**src/rtl/fwd_pkg.sv**
```systemverilog
// Shared constants for the operand-forwarding / load-use hazard unit.
// A table entry is a flat vector: {rd, load, regw, valid} from MSB to LSB.
package fwd_pkg;

  localparam int unsigned FWD_RF = 0;

  localparam int unsigned E_VALID = 0;
  localparam int unsigned E_REGW  = 1;
  localparam int unsigned E_LOAD  = 2;
  localparam int unsigned E_RD    = 3;

  function automatic int unsigned sw_of(input int unsigned nstage);
    return unsigned'($clog2(nstage + 1));
  endfunction

  function automatic int unsigned entry_w(input int unsigned aw);
    return E_RD + aw;
  endfunction

endpackage

```
**src/rtl/fwd_match.sv**
```systemverilog
// Priority match of one source register against N table entries.
// The lowest-numbered (youngest) matching entry wins; x0 and unused sources never match.
module fwd_match
  import fwd_pkg::*;
#(
  parameter int unsigned N  = 2,
  parameter int unsigned AW = 5,
  parameter int unsigned IW = 2,
  localparam int unsigned EW = entry_w(AW)
) (
  input  logic [AW-1:0]   reg_addr,
  input  logic            used,
  input  logic [N*EW-1:0] ents,
  output logic            hit_c,
  output logic [IW-1:0]   idx_c,
  output logic            load_c
);

  always_comb begin
    hit_c  = 1'b0;
    idx_c  = '0;
    load_c = 1'b0;
    // Scan oldest to youngest so the youngest match overwrites.
    for (int i = int'(N) - 1; i >= 0; i--) begin
      if (used && (reg_addr != '0) &&
          ents[i*EW + E_VALID] && ents[i*EW + E_REGW] &&
          (ents[i*EW + E_RD +: AW] == reg_addr)) begin
        hit_c  = 1'b1;
        idx_c  = IW'(i);
        load_c = ents[i*EW + E_LOAD];
      end
    end
  end

endmodule

```
**src/rtl/fwd_hazard_unit.sv**
```systemverilog
// Operand-forwarding and load-use hazard unit: shadow table of producers past ID,
// EX forwarding selects, ID load-use stall and a saturating stall-cycle counter.
module fwd_hazard_unit
  import fwd_pkg::*;
#(
  parameter int unsigned NSRC       = 2,
  parameter int unsigned NSTAGE     = 2,
  parameter int unsigned AW         = 5,
  parameter int unsigned LOAD_AVAIL = 2,
  parameter int unsigned CW         = 16,
  localparam int unsigned SW = sw_of(NSTAGE)
) (
  input  logic               clk_i,
  input  logic               rst_i,
  input  logic               id_valid_i,
  input  logic [NSRC*AW-1:0] id_rs_i,
  input  logic [NSRC-1:0]    id_rs_used_i,
  input  logic [AW-1:0]      id_rd_i,
  input  logic               id_regw_i,
  input  logic               id_load_i,
  input  logic               hold_i,
  input  logic               flush_i,
  output logic               stall_o,
  output logic [NSRC*SW-1:0] ex_fwd_sel_o,
  output logic [NSRC-1:0]    ex_fwd_hit_o,
  output logic [CW-1:0]      stall_cnt_o
);

  localparam int unsigned EW = entry_w(AW);

  logic [EW-1:0]        tbl [NSTAGE+1];
  logic [NSRC*AW-1:0]   ex_rs;
  logic [NSRC-1:0]      ex_rs_used;
  logic [EW-1:0]        new_ent;
  logic [NSTAGE*EW-1:0] ex_ents;
  logic [NSTAGE*EW-1:0] id_ents;

  logic [NSRC-1:0] ex_hit;
  logic [NSRC-1:0] ex_ld;
  logic [SW-1:0]   ex_idx [NSRC];
  logic [NSRC-1:0] id_hit;
  logic [NSRC-1:0] id_ld;
  logic [SW-1:0]   id_idx [NSRC];
  logic [NSRC-1:0] id_stall;

  logic take_id;

  // EX forwards from entries 1..NSTAGE; ID stall looks at entries 0..NSTAGE-1.
  for (genvar k = 0; k < NSTAGE; k++) begin : g_ents
    assign ex_ents[k*EW +: EW] = tbl[k+1];
    assign id_ents[k*EW +: EW] = tbl[k];
  end

  for (genvar s = 0; s < NSRC; s++) begin : g_src
    fwd_match #(.N(NSTAGE), .AW(AW), .IW(SW)) u_ex_match (
      .reg_addr (ex_rs[s*AW +: AW]),
      .used     (ex_rs_used[s] & tbl[0][E_VALID]),
      .ents     (ex_ents),
      .hit_c    (ex_hit[s]),
      .idx_c    (ex_idx[s]),
      .load_c   (ex_ld[s])
    );

    fwd_match #(.N(NSTAGE), .AW(AW), .IW(SW)) u_id_match (
      .reg_addr (id_rs_i[s*AW +: AW]),
      .used     (id_rs_used_i[s]),
      .ents     (id_ents),
      .hit_c    (id_hit[s]),
      .idx_c    (id_idx[s]),
      .load_c   (id_ld[s])
    );

    assign ex_fwd_sel_o[s*SW +: SW] = ex_hit[s] ? SW'(int'(ex_idx[s]) + 1) : SW'(FWD_RF);
    // A younger non-load producer of the same register masks an older load.
    assign id_stall[s] = id_hit[s] & id_ld[s] & ((int'(id_idx[s]) + 1) < int'(LOAD_AVAIL));

    a_load_reach: assert property (@(posedge clk_i) disable iff (!rst_i)
      !(ex_hit[s] && ex_ld[s] && ((int'(ex_idx[s]) + 1) < int'(LOAD_AVAIL))));
  end

  assign ex_fwd_hit_o = ex_hit;
  assign stall_o      = id_valid_i & ~flush_i & (|id_stall);
  assign take_id      = id_valid_i & ~stall_o & ~flush_i;

  always_comb begin
    new_ent                = '0;
    new_ent[E_VALID]       = 1'b1;
    new_ent[E_REGW]        = id_regw_i;
    new_ent[E_LOAD]        = id_load_i;
    new_ent[E_RD +: AW]    = id_rd_i;
  end

  always_ff @(posedge clk_i or negedge rst_i) begin
    if (!rst_i) begin
      for (int k = 0; k <= int'(NSTAGE); k++) tbl[k] <= '0;
      ex_rs       <= '0;
      ex_rs_used  <= '0;
      stall_cnt_o <= '0;
    end else if (!hold_i) begin
      for (int k = int'(NSTAGE); k >= 1; k--) tbl[k] <= tbl[k-1];
      if (take_id) begin
        tbl[0]     <= new_ent;
        ex_rs      <= id_rs_i;
        ex_rs_used <= id_rs_used_i;
      end else begin
        tbl[0]     <= '0;
        ex_rs_used <= '0;
      end
      if (stall_o && (stall_cnt_o != '1)) stall_cnt_o <= stall_cnt_o + CW'(1);
    end
  end

endmodule

```
**config.mk**
```make
export PLATFORM = sky130hd
export DESIGN_NAME = fwd_hazard_unit
export DESIGN_NICKNAME = d
export VERILOG_FILES = /design/src/rtl/fwd_pkg.sv /design/src/rtl/fwd_match.sv /design/src/rtl/fwd_hazard_unit.sv
export SDC_FILE = /design/constraint.sdc
export NUM_CORES = 1
export LEC_CHECK = 0
export BUFFER_PORTS_ARGS = -buffer_cell sky130_fd_sc_hd__buf_2
export CORE_MARGIN = 2
export CORE_UTILIZATION = 62
export CTS_BUF_LIST = sky130_fd_sc_hd__clkbuf_16
export DETAILED_ROUTE_END_ITERATION = 8
export GPL_ROUTABILITY_DRIVEN = 0
export HOLD_SLACK_MARGIN = 0.1
export PLACE_DENSITY = 0.86
export SYNTH_ARGS = -nofsm -noshare
export SYNTH_HDL_FRONTEND = slang
export SYNTH_HIERARCHICAL = 1
export SYNTH_SLANG_ARGS = --single-unit
```
**constraint.sdc**
```tcl
create_clock -name clk_i -period 6.6 [get_ports clk_i]
set_clock_uncertainty 0.15 [all_clocks]
set_input_delay 0 -clock clk_i [delete_from_list [all_inputs] [get_ports clk_i]]
set_output_delay 0 -clock clk_i [all_outputs]
set_load 0.01 [all_outputs]
```
==> summary.md <==
| Metric | Value |
|---|---|
| Final min period | `3690 ps` |
| Die Y | `73.9 um` |
| CP endpoint kind | `register` |
| Buffers added on ports | `46` |
| Crit path largest cell delay | `900 ps` |
| Least-Margin Pin Slew | `1120 ps` |
| Critical Path Fanout Max | `20` |
| CP Launch Point | `id_rs_i[7]` |
| Post-CTS Setup Repair Bufs | `0` |
| Fmax | `271 MHz` |
| Clk slew on worst S/H paths | `70 ps` |
| DP Cell Count | `374` |
| Core ar. | `4720 sq um` |
| GRT Total Usage | `28.8%` |
| Worst endpoint required time | `6630 ps` |
| Buf+Inv Stages, Crit Path | `2` |
| Synthesized instance count | `271` |
| Clock root buffer | `clkbuf_16` |
| Rows | `25` |
| Final Cycle Share | `55.9%` |
| Worst vdd ir | `0.164 mV` |
| Area grow syn2layout | `19.7%` |
| Drt total wl | `7230 um` |
| Crit path DAT | `3720 ps` |
| Vias per Instance | `5.86` |
| GRT overflow | `0` |
| DR WL/cell | `17.9 um` |
| Drt drc | `0` |
| Worst-Skew Late Latency | `290 ps` |
| Synthesized area | `3030 sq um` |
| Routed vias | `2363` |
| Final Hold Vio Count | `0` |
| Chip width | `73.9 um` |
| Kind of cell adding the most delay to the critical path | `simple AND/OR/NAND/NOR gates` |
| Final Hold Slack | `103 ps` |
| First-pass GRT wire length | `11700 um` |
| Starting density of the core | `64.2%` |
| Finished Cell Area | `3630 sq um` |
| R2r setup slk | `2910 ps` |
| Drt pass-1 iters | `4` |
| Fillers | `300` |
| Fin cells | `403` |
| Pwr/cell area | `206 nW/um^2` |
| Status | `completed` |
| Unrepaired setup endpoints after global routing | `no` |
| Synth warn | `6` |
| Worst Hold Launch | `flush_i` |
| Ports | `47` |
| Synth Area per Inst | `11.2 sq um` |
| Die Area | `5460 sq um` |
| Post-synth net total | `296` |
| Routed Antenna Nets | `0` |
| Post-DP HPWL | `4450 um` |
| TritonCTS buffer count | `5` |
| Initial antenna violation count | `1` |
| CTS tree | `yes` |
| Hold/Removal Path Class | `primary input to register` |
| Clk sinks | `51` |
| Slew Viols, Final | `0` |
| Max-slew headroom | `25.1%` |
| # nets final | `359` |
| # setup viols final | `0` |
| Final setup TNS | `0 ps` |
| Proportion of layout cells with a drive suffix above 1 | `28.4%` |
| Leakage power | `1.70 nW` |
| 1st-iter DRT viols | `147` |
| Vias in the first global route | `2361` |
| Placed cell area | `3270 sq um` |
| Clock buffer depth | `2` |
| Largest net degree at the start of global routing | `52` |
| Worst Setup Start Kind | `primary input` |
| Max-Cap Viols | `0` |
| CP max-delay cell | `nor4_1` |
| RR Startpoint | `id_ents[5]` |
| Kind of critical path | `primary input to register` |
| H-tree levels | `2` |
| CP Cell Sequence | `dlygate4sd3_1 -> buf_2 -> xnor2_1 -> nand4_1 -> nor4_1 -> o31ai_4 -> and4bb_2 -> nor2_1 -> and2_1 -> mux2_2` |
## flip-flops by register name, summed over array words and instances, names as in the netlist
| name | flops |
|---|---|
| ex_ents | 15 |
| stall_cnt_o | 16 |
| ex_rs | 10 |
| ex_rs_used | 2 |
| id_ents | 8 |
## timing repair
item | CTS | global route
hold buffers | 20 | 0
endpoints found under the setup margin | 0 | 0
resized for setup | 0 | 0
hold endpoints to repair | 70 | 0
## power breakdown
group / internal [mW] / leakage (nW) / switching [mW]
registers: 0.336 / 0.673 / 0.0365
clock network: 0.144 / 0.0748 / 0.121
logic: 0.0623 / 0.951 / 0.0482
total: 0.542 / 1.70 / 0.206
## cell usage in the layout, fill, tap and decap left out, types with 4 or more instances in the layout
master / instances
mux2_2: 25
nor2b_1: 10
nand4_1: 6
a2111o_1: 4
conb_1: 4
nor4_1: 5
buf_2: 46
a22o_1: 9
xor2_1: 20
nand2_1: 12
inv_1: 7
dlygate4sd3_1: 20
nand3_1: 8
o2111ai_1: 5
xnor2_1: 25
nor2_1: 14
nand2b_1: 8
nor3_1: 6
and2_1: 5
or2b_1: 4
dfrtp_1: 51
clkbuf_16: 5
or4_4: 4
or4_1: 4
## final cells by class
cell class,count,area [sq um],area share (%)
Timing Repair Buffer,66,430,11.9
Multi-Input combinational cell,203,1660,45.7
Clock inverter,3,26.3,0.724
Tap cell,67,83.8,2.31
Clock buffer,5,125,3.45
Antenna cell,1,2.50,0.0690
Sequential cell,51,1280,35.2
Inverter,7,26.3,0.724
## worst reg2reg max path, cell delays in order, from the launching register on
cell,delay (ps)
dfrtp_1,430
xnor2_1,170
nand4_1,150
nor4_1,900
o31ai_4,130
and4bb_2,310
nor2_1,130
and2_1,760
mux2_2,440
## metal layers
layer,GRT usage (%),routed length [um]
met3,6.86,427
met1,37.2,3040
met5,0,0
met4,14.5,270
met2,45.3,3490
## final timing paths
kind / to / cells past startpoint
max: ex_rs[0] / 10
min: stall_cnt_o[11] / 5
max reg2reg: ex_rs[0] / 8
min reg2reg: ex_rs_used[1] / 1
max in group asynchronous: ex_rs[8] / 2
min in group asynchronous: id_ents[7] / 2
## per-stage QoR
| step | worst slack [ps] | util [%] | total power [mW] |
|---|---|---|---|
| global route | 2860 | 76.8 | 0.776 |
| finish | 2910 | 76.8 | 0.748 |
| detailed placement | 3130 | 69.3 | 0.474 |
| CTS | 3040 | 76.8 | 0.747 |
| global placement | 3230 | 69.3 | 0.469 |
| floorplan | 3710 | - | 0.438 |
Note: power is estimated with default switching activity, not from simulation.
